<file path="config.mk">
export PLATFORM = sky130hd
export DESIGN_NAME = apb_follower_regbank
export DESIGN_NICKNAME = d
export VERILOG_FILES = /design/src/rtl/apb_follower_regbank.sv
export SDC_FILE = /design/constraint.sdc
export NUM_CORES = 1
export LEC_CHECK = 0
export ABC_AREA = 1
export ABC_CLOCK_PERIOD_IN_PS = 5300
export CELL_PAD_IN_SITES_DETAIL_PLACEMENT = 1
export CELL_PAD_IN_SITES_GLOBAL_PLACEMENT = 2
export CORE_MARGIN = 2
export CORE_UTILIZATION = 40
export DETAILED_ROUTE_END_ITERATION = 16
export PLACE_DENSITY_LB_ADDON = 0.15
export SLEW_MARGIN = 0
export SYNTH_ARGS = -nofsm -noshare
export SYNTH_HDL_FRONTEND = slang
export SYNTH_SLANG_ARGS = --single-unit
</file>
<file path="constraint.sdc">
create_clock -name PCLK -period 5.3 [get_ports PCLK]
set_clock_uncertainty 0.2 [all_clocks]
set_input_delay 1.06 -clock PCLK [delete_from_list [all_inputs] [get_ports PCLK]]
set_output_delay 1.06 -clock PCLK [all_outputs]
set_load 0.01 [all_outputs]
</file>
<file path="src/rtl/apb_follower_regbank.sv">
`default_nettype none
// ============================================================================
// Module      : apb_follower_regbank
// Description : APB completer with a word-addressed register bank. Register 0
//               is a read-only ID. Each transfer inserts a fixed number of wait
//               states. Out-of-range indices and writes to the ID register
//               return PSLVERR. The address MSB selects between two followers
//               behind the same leader, so it is not decoded here.
// Revision    : 1.0 - initial release
// ============================================================================
module apb_follower_regbank #(
    parameter int                    ADDR_WIDTH  = 10,
    parameter int                    DATA_WIDTH  = 16,
    parameter int                    NUM_REGS    = 16,
    parameter int                    WAIT_CYCLES = 2,
    parameter logic [DATA_WIDTH-1:0] ID_VALUE    = 16'hA5B0
) (
    input  logic                  PCLK,
    input  logic                  PRESET,
    input  logic                  PSEL,
    input  logic                  PENABLE,
    input  logic                  PWRITE,
    input  logic [ADDR_WIDTH-1:0] PADDR,
    input  logic [DATA_WIDTH-1:0] PWDATA,
    output logic                  PREADY,
    output logic [DATA_WIDTH-1:0] PRDATA,
    output logic                  PSLVERR,
    output logic                  reg_wr_strobe,
    output logic [ADDR_WIDTH-2:0] reg_wr_idx
);

    localparam int IDX_W = ADDR_WIDTH - 1;
    localparam int CNT_W = (WAIT_CYCLES > 0) ? $clog2(WAIT_CYCLES + 1) : 1;

    localparam logic [CNT_W-1:0] c_WAIT_LOAD = CNT_W'(WAIT_CYCLES);
    // One bit wider than the index so NUM_REGS == 2^IDX_W still fits
    localparam logic [IDX_W:0]   c_NUM_REGS  = (IDX_W + 1)'(NUM_REGS);

    typedef enum logic [0:0] {
        IDLE   = 1'b0,
        ACCESS = 1'b1
    } state_t;

    state_t                  state_q, state_d;
    logic [CNT_W-1:0]        cnt_q, cnt_d;
    logic [IDX_W-1:0]        addr_q, addr_d;
    logic                    wr_q, wr_d;
    logic [DATA_WIDTH-1:0]   wdata_q, wdata_d;
    logic [DATA_WIDTH-1:0]   regs_q [1:NUM_REGS-1];
    logic                    wr_strobe_q;
    logic [IDX_W-1:0]        wr_idx_q;

    logic                    w_done;
    logic                    w_err;
    logic                    w_commit;
    logic [DATA_WIDTH-1:0]   w_rd_word;
    logic                    w_unused_sel;

    // Follower-select bit is consumed by the leader's decode, not here
    assign w_unused_sel = PADDR[ADDR_WIDTH-1];

    // Decode of the latched transfer: error and the completion cycle.
    // Completion is masked while reset is asserted so an aborted transfer
    // never shows PREADY.
    assign w_err    = ({1'b0, addr_q} >= c_NUM_REGS) || (wr_q && (addr_q == '0));
    assign w_done   = (state_q == ACCESS) && PSEL && PENABLE && (cnt_q == '0) && !PRESET;
    assign w_commit = w_done && wr_q && !w_err;

    // Read mux over the ID constant and the storage registers
    always_comb begin
        w_rd_word = '0;
        if (addr_q == '0) begin
            w_rd_word = ID_VALUE;
        end
        for (int i = 1; i < NUM_REGS; i++) begin
            if (addr_q == IDX_W'(i)) begin
                w_rd_word = regs_q[i];
            end
        end
    end

    // FSM state and latched transfer fields
    always_ff @(posedge PCLK) begin
        if (PRESET) begin
            state_q <= IDLE;
            cnt_q   <= '0;
            addr_q  <= '0;
            wr_q    <= 1'b0;
            wdata_q <= '0;
        end else begin
            state_q <= state_d;
            cnt_q   <= cnt_d;
            addr_q  <= addr_d;
            wr_q    <= wr_d;
            wdata_q <= wdata_d;
        end
    end

    // Next-state logic and response outputs
    always_comb begin
        state_d = state_q;
        cnt_d   = cnt_q;
        addr_d  = addr_q;
        wr_d    = wr_q;
        wdata_d = wdata_q;
        PREADY  = w_done;
        PSLVERR = w_done && w_err;
        PRDATA  = (w_done && !wr_q && !w_err) ? w_rd_word : '0;

        case (state_q)
            IDLE: begin
                // SETUP phase: capture everything so later bus changes are ignored
                if (PSEL && !PENABLE) begin
                    state_d = ACCESS;
                    addr_d  = PADDR[IDX_W-1:0];
                    wr_d    = PWRITE;
                    wdata_d = PWDATA;
                    cnt_d   = c_WAIT_LOAD;
                end
            end
            ACCESS: begin
                if (!(PSEL && PENABLE)) begin
                    // Requester left the access phase early: drop the transfer
                    state_d = IDLE;
                end else if (cnt_q != '0) begin
                    cnt_d = cnt_q - CNT_W'(1);
                end else begin
                    state_d = IDLE;
                end
            end
            default: begin
                state_d = IDLE;
            end
        endcase
    end

    // Register storage; the write lands on the edge closing the PREADY cycle
    always_ff @(posedge PCLK) begin
        if (PRESET) begin
            for (int i = 1; i < NUM_REGS; i++) begin
                regs_q[i] <= '0;
            end
        end else if (w_commit) begin
            for (int i = 1; i < NUM_REGS; i++) begin
                if (addr_q == IDX_W'(i)) begin
                    regs_q[i] <= wdata_q;
                end
            end
        end
    end

    // Write-commit notification, visible the cycle after the commit edge
    always_ff @(posedge PCLK) begin
        if (PRESET) begin
            wr_strobe_q <= 1'b0;
            wr_idx_q    <= '0;
        end else begin
            wr_strobe_q <= w_commit;
            if (w_commit) begin
                wr_idx_q <= addr_q;
            end
        end
    end

    assign reg_wr_strobe = wr_strobe_q;
    assign reg_wr_idx    = wr_idx_q;

endmodule
`default_nettype wire

</file>
==> summary.md <==
| Metric | Value |
|---|---|
| WL final | 34600 um |
| Pleak | 5.68 nW |
| R2r setup slk | 1.82 ns |
| Final RePlAce weighted congestion | 0.764 |
| Hold Path Class | reg -> reg |
| Hold buffers post-CTS | 0 |
| CTS max path bufs | 3 |
| Crit path DAT | 3.67 ns |
| Dpl hpwl | 23400 um |
| Total grt overflow | 0 |
| Port Buffers | 57 |
| Combinational power share | 0.066 |
| Largest net degree at the start of global routing | 45 |
| Core ar. | 30400 sq um |
| P&R area growth vs syn | 17.6% |
| Yosys cell types | 25 |
| Post-synth top area cell | edfxtp_1 |
| Synthesized instance count | 1304 |
| NumNets Final | 1397 |
| Worst-path clk slew | 0.06 ns |
| CTS tree | done |
| Starting Density | 0.404 |
| Final worst path period share | 0.930 |
| CTS H-tree depth | 1 |
| Worst Tran Pin Value | 0.897 ns |
| Post-Synthesis Cell Area | 12300 sq um |
| Max-cap violation count | 0 |
| Pre-antenna DRT Iters | 4 |
| Share of layout cells above drive strength 1 | 0.0842 |
| Worst Setup Start Kind | flop |
| Die Height | 179 um |
| Net switching power | 0.00116 W |
| Clock tree root driver cell | clkbuf_16 |
| Final TNS setup | 0 ns |
| WS Path Type | reg -> out |
| CP max stage delay | 0.53 ns |
| Flop pwr share | 0.491 |
| Row count | 64 |
| Sequential-to-total area share from yosys stat | 0.649 |
| Setup WS pre-CTS | 0.693 ns |
| Fillers | 3459 |
| Clock Power Share | 0.442 |
| Flop and latch count out of synthesis | 279 |
| CP startpoint | addr_q[8] |
| Worst-path fanout max | 14 |
| Fmax | 0.203 GHz |
| Final hold viol count | 0 |
| Crit path to | PRDATA[13] |
| Int Pwr | 0.00388 W |
| Switch share | 0.231 |
| Via count of the first global-routing pass | 9336 |
| Commonest non-fill, non-tap cell in the layout | nor2_1 |
| RSZ-0062 raised after global routing | no |
| PD cells | 348 nW/um^2 |
| Drt wl/cell | 19.4 um |
| Syn_nets | 1336 |
| VDD IR max | 0.208 mV |
| Crit end category | output pin |
| Worst r2r src | addr_q[8] |
| CP max stage cell | clkdlybuf4s50_1 |
| Residual DRC | 0 |
| Status | finished, final reports clean |
| Synth area leaders | edfxtp_1 59%, nor2_1 9.4%, nand2_1 7.8% |
| Worst slew margin | 0.397 |
| Initial drt markers | 605 |
| Die area | 32200 sq um |
| Reg-to-Reg End | regs_q[0][197] |
| Tot GR Track Use | 0.222 |
| Initial antenna violation count | 0 |
| DRT antenna net count | 0 |
| Syn. warnings | 0 |
| ANT cells | 0 |
| CP cell instances | clkinv_1 -> buf_4 -> nand2_1 -> nor2_1 -> nand2_1 -> inv_1 -> nand2_1 -> nand4_1 -> nor2_1 -> nand3_1 -> nand2_1 -> nand3_1 -> nand2_1 -> nand4_1 -> nand2_1 -> inv_1 -> clkdlybuf4s50_1 |
| Final Slew Violations | 0 |
| TritonCTS buffer count | 31 |
| Min Tclk post-route | 4.93 ns |
| Data required time of the worst path | 4.04 ns |
| Die width | 179 um |
| # IOs | 59 |
| Clock Sinks | 279 |
| First-pass GRT wire length | 53600 um |
| Vias/cell | 5.12 |
| Worst skew pair latency | 0.55 ns |
| Routed vias | 9138 |
| Yosys top cell area share | 0.586 |
| Leading cell types in the layout, fill and taps excluded | 307 x nor2_1, 254 x nand2_1, 240 x edfxtp_1, 147 x inv_1, 70 x nand3_1 |
| Most frequent CP cell | nand2_1 |
| # setup viols final | 0 |
| Reg2reg path depth | 8 |
| Avg Inst Size Synth | 9.43 sq um |
| Final WS setup | 0.372 ns |
## cells in the mapped netlist (all sizes together)
master	count
buf	21
nand3	70
nand2	265
or2	8
and3	1
o22ai	1
a21oi	31
ha	1
edfxtp	240
nand3b	14
dfxtp	39
o21ai	59
nor3	5
clkinv	4
clkbuf	44
nand4	39
nor2	311
inv	151
## worst max-delay path: cells and delay by family (launching register included)
kind          cells  cell delay (ns)
buf+inv           5             1.46
simple gates     12             1.37
flops             1             0.31
## power by group through the flow
stage	combinational (W)	sequential, W	clock (W)
final	0.000334	0.00248	0.00223
after global routing	0.000371	0.00248	0.00234
after detailed placement	0.000340	0.00252	0
after floorplan	0.000185	0.00252	0
after global placement	0.000333	0.00252	0
after CTS	0.000340	0.00248	0.00226
## worst min-delay path by stage
| stage | startpoint | cells after the start | slack [ns] | endpoint |
|---|---|---|---|---|
| after floorplan | cnt_q[1] | 2 | 0.23 | cnt_q[1] |
| after global placement | reg_wr_idx[6] | 2 | 0.24 | reg_wr_idx[6] |
| after detailed placement | reg_wr_idx[5] | 2 | 0.25 | reg_wr_idx[5] |
| after CTS | reg_wr_idx[5] | 2 | 0.26 | reg_wr_idx[5] |
| after global routing | reg_wr_idx[7] | 2 | 0.28 | reg_wr_idx[7] |
| final | reg_wr_idx[5] | 2 | 0.26 | reg_wr_idx[5] |
## cell families after synthesis
| logic type | share of synthesized area |
|---|---|
| and+or+nand+nor | 0.243 |
| DFF | 0.649 |
| buffers and inverters | 0.0692 |
| AOI/OAI and AO/OA | 0.0371 |
| adders and majority gates | 0.00102 |
## final cells by class
| cell class | instances | area, sq um | share of cell area |
|---|---|---|---|
| repair buffers | 93 | 841 | 0.0581 |
| clock buffers | 50 | 1040 | 0.0722 |
| well taps | 396 | 495 | 0.0343 |
| multi-input cells | 805 | 3470 | 0.240 |
| clock inverters | 7 | 41.3 | 0.00285 |
| inverters | 155 | 582 | 0.0402 |
| flip-flops and latches | 279 | 7990 | 0.552 |
## what timing repair did
item / in CTS / in global routing
buffers inserted: 0 / 0
hold endpoints to repair: 0 / 0
setup endpoints to repair: 0 / 6
gates resized for setup: 0 / 3
## sequential cells by signal, indices dropped and copies added, names as in the netlist
signal	flops
state_q	1
regs_q	240
wdata_q	16
cnt_q	2
reg_wr_idx	9
addr_q	9
reg_wr_strobe	1
wr_q	1
## routing by layer
metal	up-vias	routed length, um	global-route usage
li1	4357	-	-
met1	4558	15800	0.306
met2	178	16900	0.377
met3	45	1410	0.0289
met4	0	544	0.0427
met5	-	0	0
## stage by stage
stage | hold slack [ns] | util | instance area (sq um) | power, W | std cells
floorplan | 0.230 | - | 12300 | 0.00270 | 1304
finish | 0.257 | 0.475 | 14500 | 0.00504 | 1785
global route | 0.285 | 0.475 | 14500 | 0.00520 | 1785
detailed placement | 0.249 | 0.439 | 13400 | 0.00286 | 1728
CTS | 0.262 | 0.475 | 14500 | 0.00508 | 1785
global placement | 0.242 | 0.439 | 13400 | 0.00285 | 1728
(Power assumes the default switching activity.)
